[config.mk]
export PLATFORM = sky130hd
export DESIGN_NAME = cla_operand_stage
export DESIGN_NICKNAME = d
export VERILOG_FILES = /design/src/rtl/cla_operand_stage.sv
export SDC_FILE = /design/constraint.sdc
export NUM_CORES = 1
export LEC_CHECK = 0
export ABC_AREA = 1
export BUFFER_PORTS_ARGS = -buffer_cell sky130_fd_sc_hd__buf_4
export CORE_UTILIZATION = 55
export DETAILED_ROUTE_END_ITERATION = 8
export PLACE_DENSITY = 0.9
export SLEW_MARGIN = 20
export SYNTH_ARGS = -nofsm -noshare
export SYNTH_HDL_FRONTEND = slang
export SYNTH_SLANG_ARGS = --single-unit
[constraint.sdc]
create_clock -name i_clk -period 4.24 [get_ports i_clk]
set_clock_uncertainty 0.05 [all_clocks]
set_input_delay 0.424 -clock i_clk [delete_from_list [all_inputs] [get_ports i_clk]]
set_output_delay 0.424 -clock i_clk [all_outputs]
set_load 0.05 [all_outputs]
[src/rtl/cla_operand_stage.sv]
// Operand staging for a downstream carry-lookahead adder: 2-entry FIFO in, registered {carry,sum} out.
// Optional 16-bit saturating carry-out counter when CLA_STAGE_OVF_CNT_EN is defined.
module cla_operand_stage #(
  parameter int WIDTH = 46
) (
  input  logic             i_clk,
  input  logic             i_rst_n,
  input  logic             i_valid,
  output logic             o_ready,
  input  logic [WIDTH-1:0] i_a,
  input  logic [WIDTH-1:0] i_b,
  output logic [WIDTH-1:0] o_add1,
  output logic [WIDTH-1:0] o_add2,
  input  logic [WIDTH:0]   i_result,
  output logic             o_valid,
  input  logic             i_ready,
  output logic [WIDTH:0]   o_result,
  output logic             o_carry
`ifdef CLA_STAGE_OVF_CNT_EN
  ,
  output logic [15:0]      o_ovf_count
`endif
);

  logic [WIDTH-1:0] a_q [2];
  logic [WIDTH-1:0] b_q [2];
  logic             wr_ptr;
  logic             rd_ptr;
  logic [1:0]       count;
  logic             rdy_en;
  logic             push;
  logic             pop;
  logic             not_empty;

  assign not_empty = (count != 2'd0);
  assign o_ready   = rdy_en && (count < 2'd2);
  assign push      = i_valid && o_ready;
  assign pop       = not_empty && (!o_valid || i_ready);

  assign o_add1  = not_empty ? a_q[rd_ptr] : '0;
  assign o_add2  = not_empty ? b_q[rd_ptr] : '0;
  assign o_carry = o_result[WIDTH];

  // Hold o_ready low in reset and for the release cycle.
  always_ff @(posedge i_clk or negedge i_rst_n) begin
    if (!i_rst_n) rdy_en <= 1'b0;
    else          rdy_en <= 1'b1;
  end

  // FIFO storage, pointers and occupancy.
  always_ff @(posedge i_clk or negedge i_rst_n) begin
    if (!i_rst_n) begin
      a_q[0] <= '0;
      a_q[1] <= '0;
      b_q[0] <= '0;
      b_q[1] <= '0;
      wr_ptr <= 1'b0;
      rd_ptr <= 1'b0;
      count  <= 2'd0;
    end else begin
      if (push) begin
        a_q[wr_ptr] <= i_a;
        b_q[wr_ptr] <= i_b;
        wr_ptr      <= ~wr_ptr;
      end
      if (pop) rd_ptr <= ~rd_ptr;
      unique case ({push, pop})
        2'b10:   count <= count + 2'd1;
        2'b01:   count <= count - 2'd1;
        default: count <= count;
      endcase
    end
  end

  // Output register: load on pop, hold under backpressure, drop after handshake.
  always_ff @(posedge i_clk or negedge i_rst_n) begin
    if (!i_rst_n) begin
      o_valid  <= 1'b0;
      o_result <= '0;
    end else if (pop) begin
      o_valid  <= 1'b1;
      o_result <= i_result;
    end else if (i_ready) begin
      o_valid  <= 1'b0;
    end
  end

`ifdef CLA_STAGE_OVF_CNT_EN
  // Count loads that carried out, saturating at all-ones.
  always_ff @(posedge i_clk or negedge i_rst_n) begin
    if (!i_rst_n) begin
      o_ovf_count <= 16'd0;
    end else if (pop && i_result[WIDTH] && (o_ovf_count != 16'hFFFF)) begin
      o_ovf_count <= o_ovf_count + 16'd1;
    end
  end
`endif

endmodule

==> flow_summary.yaml, run 1 <==
run_status:
  status: "finished, final reports clean"
setup_path:
  crit_chain: "buf_4, nand2_1, a21oi_1, buf_4"
  crit_top_cell: "buf_4"
  critical_path_arrival_ps: 2450
  cp_data_required_time_ps: 3770
  critPathKind: "reg2out"
  cp-end-kind: "output port"
  critical_path_buf_inv_count: 2
  crit_fanout: 93
  crit_slowest_cell: "buf_4"
  crit_family: "buffers and inverters"
  start_kind: "flop"
  max_stage_delay_ps: 800
  startpoint: "rd_ptr"
  worstReg2RegStart: "count[1]"
pwr:
  powerDensity_nw_per_um2: 988
  ir_worst_vdd_v: 0.000588
  leakage_nw: 7.33
synthesis:
  synth_cells: 1359
  yosysUniqueCellTypes: 18
  postSynth.asyncResetShare_pct: 100
  ys_ff_latch: 237
  synth_nets: 1503
  netlist_top_cells_area: "dfrtp_1 (55%), nand2_1 (24%), nand4_1 (11%)"
  synth_top_area_share_pct: 54.7
  synth_ff_type: "dfrtp_1"
  netlist_area_um2: 10800
  synth.avg_cell_area_um2: 7.97
  synth-edff-count: 0
  synth_top_area_cell: "dfrtp_1"
  synth-warning-count: 0
  synthMostInstantiatedCell: "nand2_1"
  synth_commonest_cells: "nand2_1 (705), dfrtp_1 (237), nand4_1 (187), a21oi_1 (92), buf_2 (61)"
  ys_seq_area_share_pct: 54.7
place:
  dp.cells: 1799
  dpl.hpwl_mm: 18.6
  io_buffers: 284
  place_area_um2: 13000
  place_congestion: 0.819
final_layout:
  fill_cells: 1408
  nets: 1711
  area_growth_pct: 27.4
  postLayoutCoreUtil_pct: 72.6
  final_cell_area_um2: 13800
  drive_gt1_share_pct: 22.1
  instances_no_fill: 1846
cts:
  clk_pin_slew_ps: 60
  clk_latency_ps: 500
  cts_buffers: 24
  cts_root_buffer: "clkbuf_16"
  cts_resized: 0
  htree_levels: 1
  cts.sinks: 237
  cts_tree: "yes"
  cts_setup_buffers: 0
  cts_hold_buffers: 1
  ctsLongestPathBuffers: 3
drt:
  drtIter0Drc: 906
  post_drt_wl_per_cell_um: 17.1
  dr.pass1.iters: 6
  viasPerCell: 5.75
  drtAntennaViolNets: 0
  routed_wl_mm: 31.6
  num_vias: 10600
  drcViolationCount: 0
timing:
  fmax_mhz: 342
  fin_setup_tns_ps: 0
  setup-violations-final: 0
  hold_viol_final: 0
  maxSlewViolCount: 0
  rsz0062_at_grt: "no"
  timing.final.crit_share_pct: 69.0
  maxSlewHeadroom_pct: 25.2
  worst_pin_slew_ps: 1120
  post-route-min-period_ps: 2930
global_routing:
  first_global_vias: 10200
  antenna_found_initial: 2
  grt_overflow: 0
  grt_pass1_wl_mm: 51.0
  grt_usage_pct: 31.4
  grt_max_degree: 126
hold_path:
  min_path_type: "in2reg"
  hp-start: "i_result[29]"
floorplanning:
  die_h_um: 142
  dieArea_um2: 20300
  initial_core_util_pct: 57.0
  io_pins: 285
  rows: 50
  die_w_um: 142
  core-area_um2: 19000
flow_run:
  drv_cap: 0
==> layer usage <==
metal	share of wire, %	vias up	track usage [%]
met1	39	5027	41.9
met2	48	614	50.3
met5	0	-	0
met4	4.1	0	15.5
li1	-	4890	-
met3	9.2	87	4.78
==> per-stage QoR <==
stage | hold WS (ps) | total power [mW] | setup slack, ps
2_1_floorplan | 78.4 | 9.19 | 2030
3_3_place_gp | 403 | 11.3 | 1880
3_5_place_dp | 408 | 11.4 | 1800
4_1_cts | 51.0 | 13.6 | 1330
5_1_grt | 56.1 | 14.4 | 1210
6_report | 62.5 | 13.6 | 1310
==> state kept, by name, indices dropped and copies added, names as in the netlist <==
register,flops
a_q,92
b_q,92
count,2
o_result,47
o_valid,1
rd_ptr,1
rdy_en,1
wr_ptr,1
==> layout by cell type (no fill, tap or decap), types with 2 or more instances in the layout <==
cell and count:
clkbuf_16 25, diode_2 2, clkinv_2 5, inv_2 3, inv_1 4, a21oi_1 92
nand4_1 187, nand2_1 705, clkbuf_1 6, dfrtp_1 235, dfrtp_4 2, buf_4 297
nor2_4 2, buf_12 3, clkbuf_8 7
==> worst register-to-register path, stage by stage (launching register included) <==
cell and delay, ps:
dfrtp_1 560, nor2_4 80, nor2b_4 820, ha_1 410, inv_1 100, nand3_1 90
nand2_1 70, nand2_1 50
==> report_power, final <==
group	total, mW	switching, mW	internal (mW)
Clock	2.12	0.860	1.26
Sequential	3.96	0.630	3.33
Combinational	7.56	5.50	2.06
==> final cells by class <==
type	instances	area, µm²	share of cell area (%)
clock inverter	5	50.0	0.362
clock buffer	38	744	5.39
timing repair buffer	304	2350	17.0
inverter	8	31.3	0.227
tap	260	325	2.36
multi-input combinational	992	4360	31.6
antenna	2	5.00	0.0362
sequential	237	5940	43.0
==> path summary, 6_finish.rpt <==
| path | to | slack (ps) | cells after the start |
|---|---|---|---|
| worst min register to register | a_q[74] | 420 | 2 |
| worst max-delay path | o_add2[36] | 1310 | 4 |
| min in group asynchronous | b_q[60] | 550 | 2 |
| max in group asynchronous | o_result[32] | 2550 | 3 |
| worst max register to register | count[1] | 1910 | 7 |
| worst min-delay path | o_result[29] | 60 | 3 |
==> logic make-up after synthesis <==
| kind of cell | count (synthesis) | share of synthesized area (%) |
|---|---|---|
| AND/OR/NAND/NOR | 896 | 35.4 |
| flip-flops | 237 | 54.7 |
| buffers and inverters | 130 | 5.31 |
| AO/OA/AOI/OAI | 93 | 4.30 |
| XOR/XNOR | 1 | 0.0808 |
| adder cells (fa/ha/maj) | 1 | 0.115 |
| other | 1 | 0.0346 |
Note: power is estimated with default switching activity, not from simulation.
==> run 2: changes to the inputs <==
--- a/config.mk
+++ b/config.mk
@@ -7,9 +7,9 @@
 export LEC_CHECK = 0
 export ABC_AREA = 1
 export BUFFER_PORTS_ARGS = -buffer_cell sky130_fd_sc_hd__buf_4
-export CORE_UTILIZATION = 55
+export CORE_UTILIZATION = 53
 export DETAILED_ROUTE_END_ITERATION = 8
-export PLACE_DENSITY = 0.9
+export PLACE_DENSITY = 0.87
 export SLEW_MARGIN = 20
 export SYNTH_ARGS = -nofsm -noshare
 export SYNTH_HDL_FRONTEND = slang
==> constraint.sdc (replaced) <==
create_clock -name i_clk -period 3 [get_ports i_clk]
set_clock_uncertainty 0.05 [all_clocks]
set_input_delay 0.3 -clock i_clk [delete_from_list [all_inputs] [get_ports i_clk]]
set_output_delay 0.3 -clock i_clk [all_outputs]
set_load 0.05 [all_outputs]
==> run 2 against run 1 <==
Net effect:
- cell count grew 5.2%
- non-clock buffer count increased by 94
- clock power up 47%
- first-iteration DRC count up 21%
- sequential share of layout area down 2.9 points
- setup slack got worse by 870 ps
- design area is 7.3% higher
- flip-flop and latch count unchanged
- global-route usage increased by 2.0 points
- largest power group unchanged
==> flow_summary.yaml, run 2 (synthesized netlist as in run 1, its figures left out) <==
run_status:
  status: "finished, final reports clean"
cts:
  htree_levels: 1
  cts_root_buffer: "clkbuf_16"
  clk_latency_ps: 510
  clk_pin_slew_ps: 60
  cts.sinks: 237
  ctsLongestPathBuffers: 3
  cts_buffers: 25
  cts_tree: "yes"
floorplanning:
  initial_core_util_pct: 54.8
  io_pins: 285
  core-area_um2: 19800
  dieArea_um2: 21000
  die_h_um: 145
  die_w_um: 145
  rows: 51
drt:
  drtIter0Drc: 1099
  drtAntennaViolNets: 0
  drcViolationCount: 0
  num_vias: 11300
  dr.pass1.iters: 5
  routed_wl_mm: 35.7
  viasPerCell: 5.84
  post_drt_wl_per_cell_um: 18.4
place:
  place_area_um2: 13100
  dpl.hpwl_mm: 19.4
  dp.cells: 1809
  place_congestion: 0.836
  io_buffers: 284
  dp_slack_ps: 1010
timing:
  worst_slack_ps: 447
  holdWs_ps: 1.51
  rsz0062_at_grt: "no"
  fmax_mhz: 392
  maxSlewHeadroom_pct: 43.7
  hold_viol_final: 0
  setup-violations-final: 0
  post-route-min-period_ps: 2550
  maxSlewViolCount: 0
  fin_setup_tns_ps: 0
  worst_pin_slew_ps: 844
  timing.final.crit_share_pct: 85.1
final_layout:
  final_common_cell: "nand2_1"
  final_cell_mix: "nand2_1 (705), buf_4 (297), dfrtp_1 (235)"
  drive_gt1_share_pct: 21.2
  multiInputGateArea_um2: 4360
  instances_no_fill: 1942
  final_cell_area_um2: 14800
  fill_cells: 1360
  regArea_um2: 5940
  area_growth_pct: 36.8
  reg_top3: "a_q x92, b_q x92, o_result x47"
  nets: 1806
setup_path:
  reg2reg_depth: 7
  start_kind: "flop"
  crit_fanout: 20
  cp_data_required_time_ps: 2650
  critical_path_arrival_ps: 2200
  worstReg2RegStart: "count[0]"
  rrSetupSlack_ps: 1030
  cp-end-kind: "output port"
  r2r-end: "count[1]"
  critPathKind: "reg2out"
global_routing:
  grt_use_met2_pct: 55.3
  grt_overflow: 0
  antenna_found_initial: 1
  grt_use_met3_pct: 5.88
  grtUsageMet1_pct: 41.9
  grt_usage_pct: 33.4
  grt_pass1_wl_mm: 57.1
  grt_max_degree: 127
  first_global_vias: 11000
  grt_most_used_layer: "met2"
flow_run:
  drv_cap: 0
pwr:
  powerDensity_nw_per_um2: 1340
  leakage_nw: 7.76
  ir_worst_vdd_v: 0.000920
hold_path:
  holdPathStages: 3
  min_to: "b_q[82]"
  min_path_type: "in2reg"
  hp-start: "i_b[36]"
-- run 2: cell types whose count changed in the layout (fill, tap and decap cells not counted), sizes merged --
cell         delta
bufinv          +1
clkinv          -1
inv             +1
buf             +4
dlygate4sd3    +90
clkbuf          -3
diode           -1
-- run 2: power by group --
part           leakage, nW  internal (mW)  switching [mW]
clock                0.412           1.88            1.24
combinational         4.41           3.06            7.96
sequential            2.94           4.71            1.02
-- run 2: timing repair --
item / in CTS / in global routing
endpoints found under the hold margin: 170 / 0
resized for setup: 0 / 0
buffers inserted: 0 / 0
hold buffers: 91 / 0
endpoints found under the setup margin: 0 / 0
-- run 2: worst max-delay path: stages, from the launching register on --
cell     delay (ps)
dfrtp_1         480
nor2_4          550
buf_4           360
a21oi_1          80
buf_4           200
-- run 2: cell type report --
type,instances,area share [%]
well taps,265,2.24
clock buffers,35,5.01
diodes,1,0.0169
multi-input cells,992,29.4
clock inverters,6,0.540
repair buffers,398,22.5
flip-flops and latches,237,40.1
inverters,8,0.203
-- run 2: how the worst max path moves through the flow --
stage / startpoint / end / slack [ps]
finish: count[0] / o_add1[35] / 450
global route: count[0] / o_add1[38] / 370
CTS: count[1] / o_add2[45] / 460
detailed placement: count[1] / o_add2[7] / 1010
global placement: count[1] / o_add2[45] / 1040
floorplan: rd_ptr / o_add1[10] / 910
-- run 2: routing by layer --
layer	up-vias	wire length [µm]
li1	5063	-
met1	5344	13200
met2	785	17300
met3	151	3400
met4	0	1800
met5	-	0
-- run 2: stage by stage --
step	power, mW	utilization [%]
2_1_floorplan	13.0	-
3_3_place_gp	16.1	66.1
3_5_place_dp	16.4	66.1
4_1_cts	19.6	74.9
5_1_grt	20.8	74.9
6_report	19.9	74.9
